## src/rtl/add_check_pkg.sv

```systemverilog
// Shared types for the adder response checker: FSM states and the expected-value delay-line entry.
package add_check_pkg;

    localparam int WIDTH = 8;

    typedef enum logic [1:0] {ST_IDLE, ST_RUN, ST_DONE} chk_state_t;

    typedef struct packed {
        logic             vld;
        logic [WIDTH-1:0] exp;
    } exp_ent_t;

endpackage

```

## src/rtl/add_exp_delay.sv

```systemverilog
// Purpose: LATENCY-stage shift register of expected-value entries, with synchronous flush.
// Latency: LATENCY cycles from head to tail.
// Backpressure: none; shifts every cycle, flush clears every stage.
module add_exp_delay
    import add_check_pkg::*;
#(
    parameter int LATENCY = 1
) (
    input  logic     clock,
    input  logic     reset,
    input  logic     flush,
    input  exp_ent_t head,
    output exp_ent_t tail
);

    exp_ent_t stage [LATENCY];

    always_ff @(posedge clock) begin
        if (!reset || flush) begin
            for (int i = 0; i < LATENCY; i++) begin
                stage[i] <= '0;
            end
        end else begin
            stage[0] <= head;
            for (int i = 1; i < LATENCY; i++) begin
                stage[i] <= stage[i-1];
            end
        end
    end

    assign tail = stage[LATENCY-1];

endmodule

```

## config.mk

```make
export PLATFORM = sky130hd
export DESIGN_NAME = add_exp_delay
export DESIGN_NICKNAME = d
export VERILOG_FILES = /design/src/rtl/add_check_pkg.sv /design/src/rtl/add_exp_delay.sv
export SDC_FILE = /design/constraint.sdc
export NUM_CORES = 1
export LEC_CHECK = 0
export BUFFER_PORTS_ARGS = -buffer_cell sky130_fd_sc_hd__clkbuf_2
export CAP_MARGIN = 20
export CORE_AREA = 5 5 42 44
export DETAILED_ROUTE_END_ITERATION = 7
export DIE_AREA = 0 0 47 49
export GPL_TIMING_DRIVEN = 0
export HOLD_SLACK_MARGIN = 0.12
export SYNTH_ARGS = -nofsm -noshare
export SYNTH_HDL_FRONTEND = slang
export SYNTH_SLANG_ARGS = --single-unit
```

## constraint.sdc

```tcl
create_clock -name clock -period 0.8 [get_ports clock]
set_input_delay 0.16 -clock clock [delete_from_list [all_inputs] [get_ports clock]]
set_output_delay 0.16 -clock clock [all_outputs]
set_load 0.02 [all_outputs]
```

==> flow_summary.ini, run 1 <==
[synth]
synth_top_area_cell = dfxtp_1
synth_cell_type_count = 2
syn_inst = 18
synthesis.nets = 30
yosysSeqAreaShare_pct = 69.6
ys_warn_count = 0
synth_area_per_cell_um2 = 14.4
synth-seq-cells = 9
yosys.area.top_type_share_pct = 69.6
synth_edf_count = 0
synthArstFlopShare_pct = 0
netlist_top_cells_count = and3b_1 (9), dfxtp_1 (9)
ys.flop_type = dfxtp_1
synth_area_leaders = dfxtp_1 (70%), and3b_1 (30%)
netlist_area_um2 = 259

[clock_tree]
cts_tree = built
cts_buffer_depth = 2
cts.sinks = 9
numCtsBuffers = 3
ctsResizeCount = 26
cts_setup_buffers = 0
path_clk_slew_ns = 0.06
htreeDepth = 1
cts-root-buf = clkbuf_4
postCtsHoldBufs = 0

[critical_path]
path_max_fanout = 1
cp-start-kind = register
path_buf_inv = 1
required_ns = 0.64
crit_slowest_cell = dfxtp_2
critPathKind = register to output pin
max_stage_delay_ns = 0.32
cp_cell_sequence = buf_8
cp.arrival_ns = 0.70
worstSetupEndpointType = output pin
cp_top_family = flip-flops

[power_and_ir_drop]
p_per_area_nw_per_um2 = 1850
peakVddDrop_v = 0.000524
fin_total_pwr_w = 0.000937
leakagePower_nw = 0.270

[cells_and_area]
design_area_um2 = 508
finish.net_count = 55
reg.largest.list = stage: 9 flops
fillers = 145
syn_to_final_growth_pct = 96.1
layout-drive-gt1-share_pct = 78.6
largest_register_ffs = 9
diodes = 0
regMostFlops = stage

[run_status]
violations = setup timing
outcome = finished, violations left

[sta]
hold_viol = 0
tightest_slew_ns = 0.116
fin_crit_sh_pct = 107
holdWs_ns = 0.151
setup_slack_ns = -0.0592
min_period_ns = 0.859
rsz0062_at_grt = true
setup_viol = 9
finalSetupTns_ns = -0.483
relSlewSlack_pct = 92.3
max_freq_mhz = 1160
slew_viol_final = 0

[global_route]
grt.overflow.total = 0
grt_pass1_wl_mm = 1.02
antenna_found_initial = 0
grt_max_degree = 10
grt_pass1_vias = 247
grt_use_total_pct = 6.51

[routing]
drtAntennaViolNets = 0
drtIter0Drc = 0
wl_um = 621
drc = 0
vias_per_cell = 3.76
num_vias = 218
first_pass_iters = 1
wl_per_cell_um = 10.7

[floorplan]
die-area_um2 = 2300
core_um2 = 1400
die_w_um = 47
die_y_um = 49
initial_utilization_pct = 18.5
pin_count = 21
num_rows = 14

[job]
cap_viol_max_count = 0

[place]
postPlaceCellArea_um2 = 379
pre_cts_slack_ns = 0.179
gp_congestion = 0.653
io_buffers = 20

[min_path]
min-delay-path-class = input port to register
-- through the flow --
step,cells,util [%]
finish,58,36.3
global route,58,36.3
CTS,58,35.4
detailed placement,54,27.1
global placement,54,27.1
floorplan,18,-
-- layout make-up --
| type | count | area (um2) | area share (%) |
|---|---|---|---|
| Sequential cell | 9 | 191 | 37.7 |
| Timing Repair Buffer | 20 | 190 | 37.4 |
| Multi-Input combinational cell | 9 | 78.8 | 15.5 |
| Clock buffer | 3 | 22.5 | 4.43 |
| Tap cell | 16 | 20.0 | 3.94 |
| Clock inverter | 1 | 5.00 | 0.985 |
-- logic make-up after synthesis --
group,synth area share (%)
flops,69.6
simple gates,30.4
-- cells in the final DEF (no fill, tap or decap) --
| master | instances |
|---|---|
| clkbuf_4 | 3 |
| dfxtp_2 | 9 |
| clkbuf_2 | 11 |
| clkinv_2 | 1 |
| buf_8 | 9 |
| and3b_1 | 9 |
-- layer usage --
metal | routed length (um) | GRT usage (%) | share of wire [%] | vias up
met2 | 197 | 6.11 | 32 | 21
met1 | 305 | 8.91 | 49 | 86
met3 | 118 | 5.90 | 19 | 0
li1 | - | - | - | 111
met4 | 0 | 4.15 | 0 | 0
met5 | 0 | 0 | 0 | -
-- worst paths after layout --
check                 slack [ns]                     end                   start  cells after the start
worst max-delay path       -0.06                 tail[6]  stage[0][6]$_SDFF_PP0_                      1
worst min-delay path        0.15  stage[0][8]$_SDFF_PP0_                 head[8]                      2
-- report_power, final --
part | leakage, nW | total, W | internal (W) | switching [W]
Combinational | 0.174 | 0.000123 | 0.0000767 | 0.0000466
Sequential | 0.0775 | 0.000482 | 0.000470 | 0.0000115
Clock | 0.0177 | 0.000332 | 0.000184 | 0.000149
No activity file was read; power rests on OpenSTA's default activity.
==> inputs of run 2 (changes only) <==
- clock period: 0.8 -> 1.1 ns (I/O delays scaled with it)
==> run 2 against run 1 <==
The run now ends clean. Sequential share of layout area up 6.6 points. Non-clock buffer count is the same. Critical path depth unchanged. Final area fell by 20%. Count of clock-buffer cells in the layout unchanged. Largest cell class unchanged.
==> flow_summary.ini, run 2 (synthesized netlist as in run 1, its figures left out) <==
[critical_path]
cp.arrival_ns = 0.73
crit_slowest_cell = dfxtp_1
max_stage_delay_ns = 0.32
crit_end = tail[4]
path_max_fanout = 1
cp_cell_sequence = clkbuf_2
worstSetupPathDepth = 1
cp_top_family = flip-flops
startpoint = stage[0][4]$_SDFF_PP0_
critPathKind = register to output pin
required_ns = 0.88
path_buf_inv = 1
cp-start-kind = register
worstSetupEndpointType = output pin

[routing]
first_pass_iters = 3
num_vias = 218
vias_per_cell = 3.76
wl_um = 625
wl_per_cell_um = 10.8
drtIter0Drc = 1
drc = 0
drtAntennaViolNets = 0

[place]
pre_cts_slack_ns = 0.419
postPlaceCellArea_um2 = 379
io_buffers = 20
gp_congestion = 0.653

[floorplan]
num_rows = 14
die-area_um2 = 2300
core_um2 = 1400
die_w_um = 47
initial_utilization_pct = 18.5
pin_count = 21
die_y_um = 49

[cells_and_area]
final_util_pct = 29.0
largest_register_ffs = 9
final_cell_mix = clkbuf_2 (20), and3b_1 (9), dfxtp_1 (9)
final_common_cell = clkbuf_2
regMostFlops = stage
design_area_um2 = 407
diodes = 0
layout-drive-gt1-share_pct = 57.1
syn_to_final_growth_pct = 57.0
finish.net_count = 55
reg.largest.list = stage: 9 flops

[clock_tree]
postCtsHoldBufs = 0
htreeDepth = 1
cts_buffer_depth = 2
cts_setup_buffers = 0
cts-root-buf = clkbuf_4
numCtsBuffers = 3
cts.sinks = 9
cts_tree = built
path_clk_slew_ns = 0.06
ctsResizeCount = 0

[sta]
max_freq_mhz = 1050
setup_viol = 0
hold_viol = 0
tightest_slew_ns = 0.129
slew_viol_final = 0
setup_slack_ns = 0.149
fin_crit_sh_pct = 86.4
relSlewSlack_pct = 91.4
min_period_ns = 0.951
rsz0062_at_grt = false
finalSetupTns_ns = 0
holdWs_ns = 0.212

[run_status]
outcome = completed

[power_and_ir_drop]
p_per_area_nw_per_um2 = 1600
peakVddDrop_v = 0.000360
leakagePower_nw = 0.242

[global_route]
grt.overflow.total = 0
antenna_found_initial = 0
grt_pass1_wl_mm = 1.04
grt_use_total_pct = 6.65
grt_pass1_vias = 243
grt_max_degree = 10

[min_path]
hp-start = head[8]
hold_depth = 2
min-delay-path-class = input port to register

[job]
cap_viol_max_count = 0
[run 2: layout make-up]
cell class,count,area [um2]
tap,16,20.0
timing repair buffer,20,100
clock inverter,1,5.00
fill,151,995
clock buffer,3,22.5
sequential,9,180
multi-input combinational,9,78.8
[run 2: per-layer routing]
metal | up-vias | routed length (um) | GRT usage, %
li1 | 111 | - | -
met1 | 86 | 307 | 9.80
met2 | 21 | 173 | 5.66
met3 | 0 | 143 | 5.90
met4 | 0 | 0 | 4.15
met5 | - | 0 | 0
[run 2: metrics by stage]
step / cells / power (W)
5_1_grt: 58 / 0.000692
6_report: 58 / 0.000650
3_5_place_dp: 54 / 0.000417
2_1_floorplan: 18 / 0.000378
4_1_cts: 58 / 0.000665
3_3_place_gp: 54 / 0.000415
[run 2: worst min-delay path by stage]
| stage | endpoint | slack (ns) |
|---|---|---|
| after floorplan | stage[0][0]$_SDFF_PP0_ | 0.38 |
| after global placement | stage[0][0]$_SDFF_PP0_ | 0.47 |
| after detailed placement | stage[0][8]$_SDFF_PP0_ | 0.48 |
| after global routing | stage[0][4]$_SDFF_PP0_ | 0.21 |
| after CTS | stage[0][8]$_SDFF_PP0_ | 0.20 |
| final | stage[0][8]$_SDFF_PP0_ | 0.21 |
[run 2: report_power, final]
group / switching, W / total, W / internal (W) / leakage (nW)
Combinational: 0.0000340 / 0.0000656 / 0.0000315 / 0.150
Clock: 0.000108 / 0.000241 / 0.000134 / 0.0177
Sequential: 0.00000346 / 0.000343 / 0.000339 / 0.0739
==> inputs of run 3 (changes only) <==
- CELL_PAD_IN_SITES_DETAIL_PLACEMENT: default -> 1
- CELL_PAD_IN_SITES_GLOBAL_PLACEMENT: default -> 1
- PLACE_DENSITY_LB_ADDON: default -> 0.1
==> run 3 against run 2 <==
Cell count stayed put. Sequential share of layout area grew 0.14 points. Die area stayed put. Core utilization shrank 0.089 points. Total power grew 0.59%. Highest routed layer is now met4.
==> flow_summary.ini, run 3 (synthesized netlist as in run 1, its figures left out) <==
[run_status]
outcome = completed

[global_route]
grt.overflow.total = 0
grt_max_degree = 10
grt_use_total_pct = 7.28
grt_pass1_vias = 244
grt_pass1_wl_mm = 1.06
antenna_found_initial = 0

[sta]
tightest_slew_ns = 0.147
relSlewSlack_pct = 90.2
min_period_ns = 0.950
max_freq_mhz = 1050
setup_viol = 0
rsz0062_at_grt = false
slew_viol_final = 0
finalSetupTns_ns = 0
fin_crit_sh_pct = 86.4
holdWs_ns = 0.207
hold_viol = 0

[min_path]
min-delay-path-class = input port to register

[clock_tree]
htreeDepth = 1
cts_tree = built
numCtsBuffers = 3
path_clk_slew_ns = 0.06
cts.sinks = 9
ctsResizeCount = 0
cts_buffer_depth = 2
postCtsHoldBufs = 0
cts-root-buf = clkbuf_4
cts_setup_buffers = 0

[critical_path]
cp.arrival_ns = 0.73
crit_slowest_cell = dfxtp_1
worstSetupEndpointType = output pin
path_max_fanout = 1
max_stage_delay_ns = 0.32
cp_top_family = flip-flops
cp_cell_sequence = clkbuf_2
cp-start-kind = register
critPathKind = register to output pin
path_buf_inv = 1
required_ns = 0.88

[cells_and_area]
final_util_pct = 28.9
largest_register_ffs = 9
finish.net_count = 55
design_area_um2 = 405
fillers = 174
reg.largest.list = stage: 9 flops
regMostFlops = stage
syn_to_final_growth_pct = 56.5
final_common_cell = clkbuf_2
diodes = 0
final_cell_mix = clkbuf_2 (20), and3b_1 (9), dfxtp_1 (9)
layout-drive-gt1-share_pct = 54.8

[place]
postPlaceCellArea_um2 = 379
io_buffers = 20
gp_congestion = 0.567

[floorplan]
num_rows = 14
pin_count = 21
initial_utilization_pct = 18.5
core_um2 = 1400
die-area_um2 = 2300
die_w_um = 47
die_y_um = 49

[routing]
drtIter0Drc = 0
drc = 0
drtAntennaViolNets = 0
wl_um = 679
num_vias = 231
vias_per_cell = 3.98
wl_per_cell_um = 11.7
first_pass_iters = 1

[power_and_ir_drop]
p_per_area_nw_per_um2 = 1610
fin_total_pwr_w = 0.000653
leakagePower_nw = 0.239
peakVddDrop_v = 0.000513

[job]
cap_viol_max_count = 0
==> run 3: changes by cell type in the layout (fill, tap and decap cells not counted) <==
cell | previous run | this run
clkbuf_1 | 0 | 1
clkinv_2 | 1 | 0
==> run 3: where the power goes <==
group,switching [W],internal [W],total [W]
Combinational,0.0000343,0.0000314,0.0000657
Clock,0.000106,0.000139,0.000245
Sequential,0.00000329,0.000339,0.000342
==> run 3: area by class of cell <==
| class | instances | area, um2 | area share [%] |
|---|---|---|---|
| repair buffers | 20 | 100 | 24.7 |
| flip-flops and latches | 9 | 180 | 44.4 |
| well taps | 16 | 20.0 | 4.94 |
| multi-input cells | 9 | 78.8 | 19.4 |
| clock buffers | 4 | 26.3 | 6.48 |
==> run 3: per-layer routing <==
metal	vias to the layer above	share of wire, %	GRT usage (%)
li1	111	-	-
met1	105	33	6.67
met2	13	52	9.95
met3	2	14	5.17
met4	0	1.2	6.91
met5	-	0	0
==> run 3: worst paths after layout <==
check / slack [ns] / endpoint / depth (start not counted) / start
setup / recovery: 0.15 / tail[3] / 1 / stage[0][3]$_SDFF_PP0_
hold / removal: 0.21 / stage[0][3]$_SDFF_PP0_ / 2 / head[3]
==> run 3: per-stage QoR <==
stage | std cells | worst slack [ns]
floorplan | 18 | 0.485
global placement | 54 | 0.420
detailed placement | 54 | 0.387
CTS | 58 | 0.133
global route | 58 | 0.106
finish | 58 | 0.150
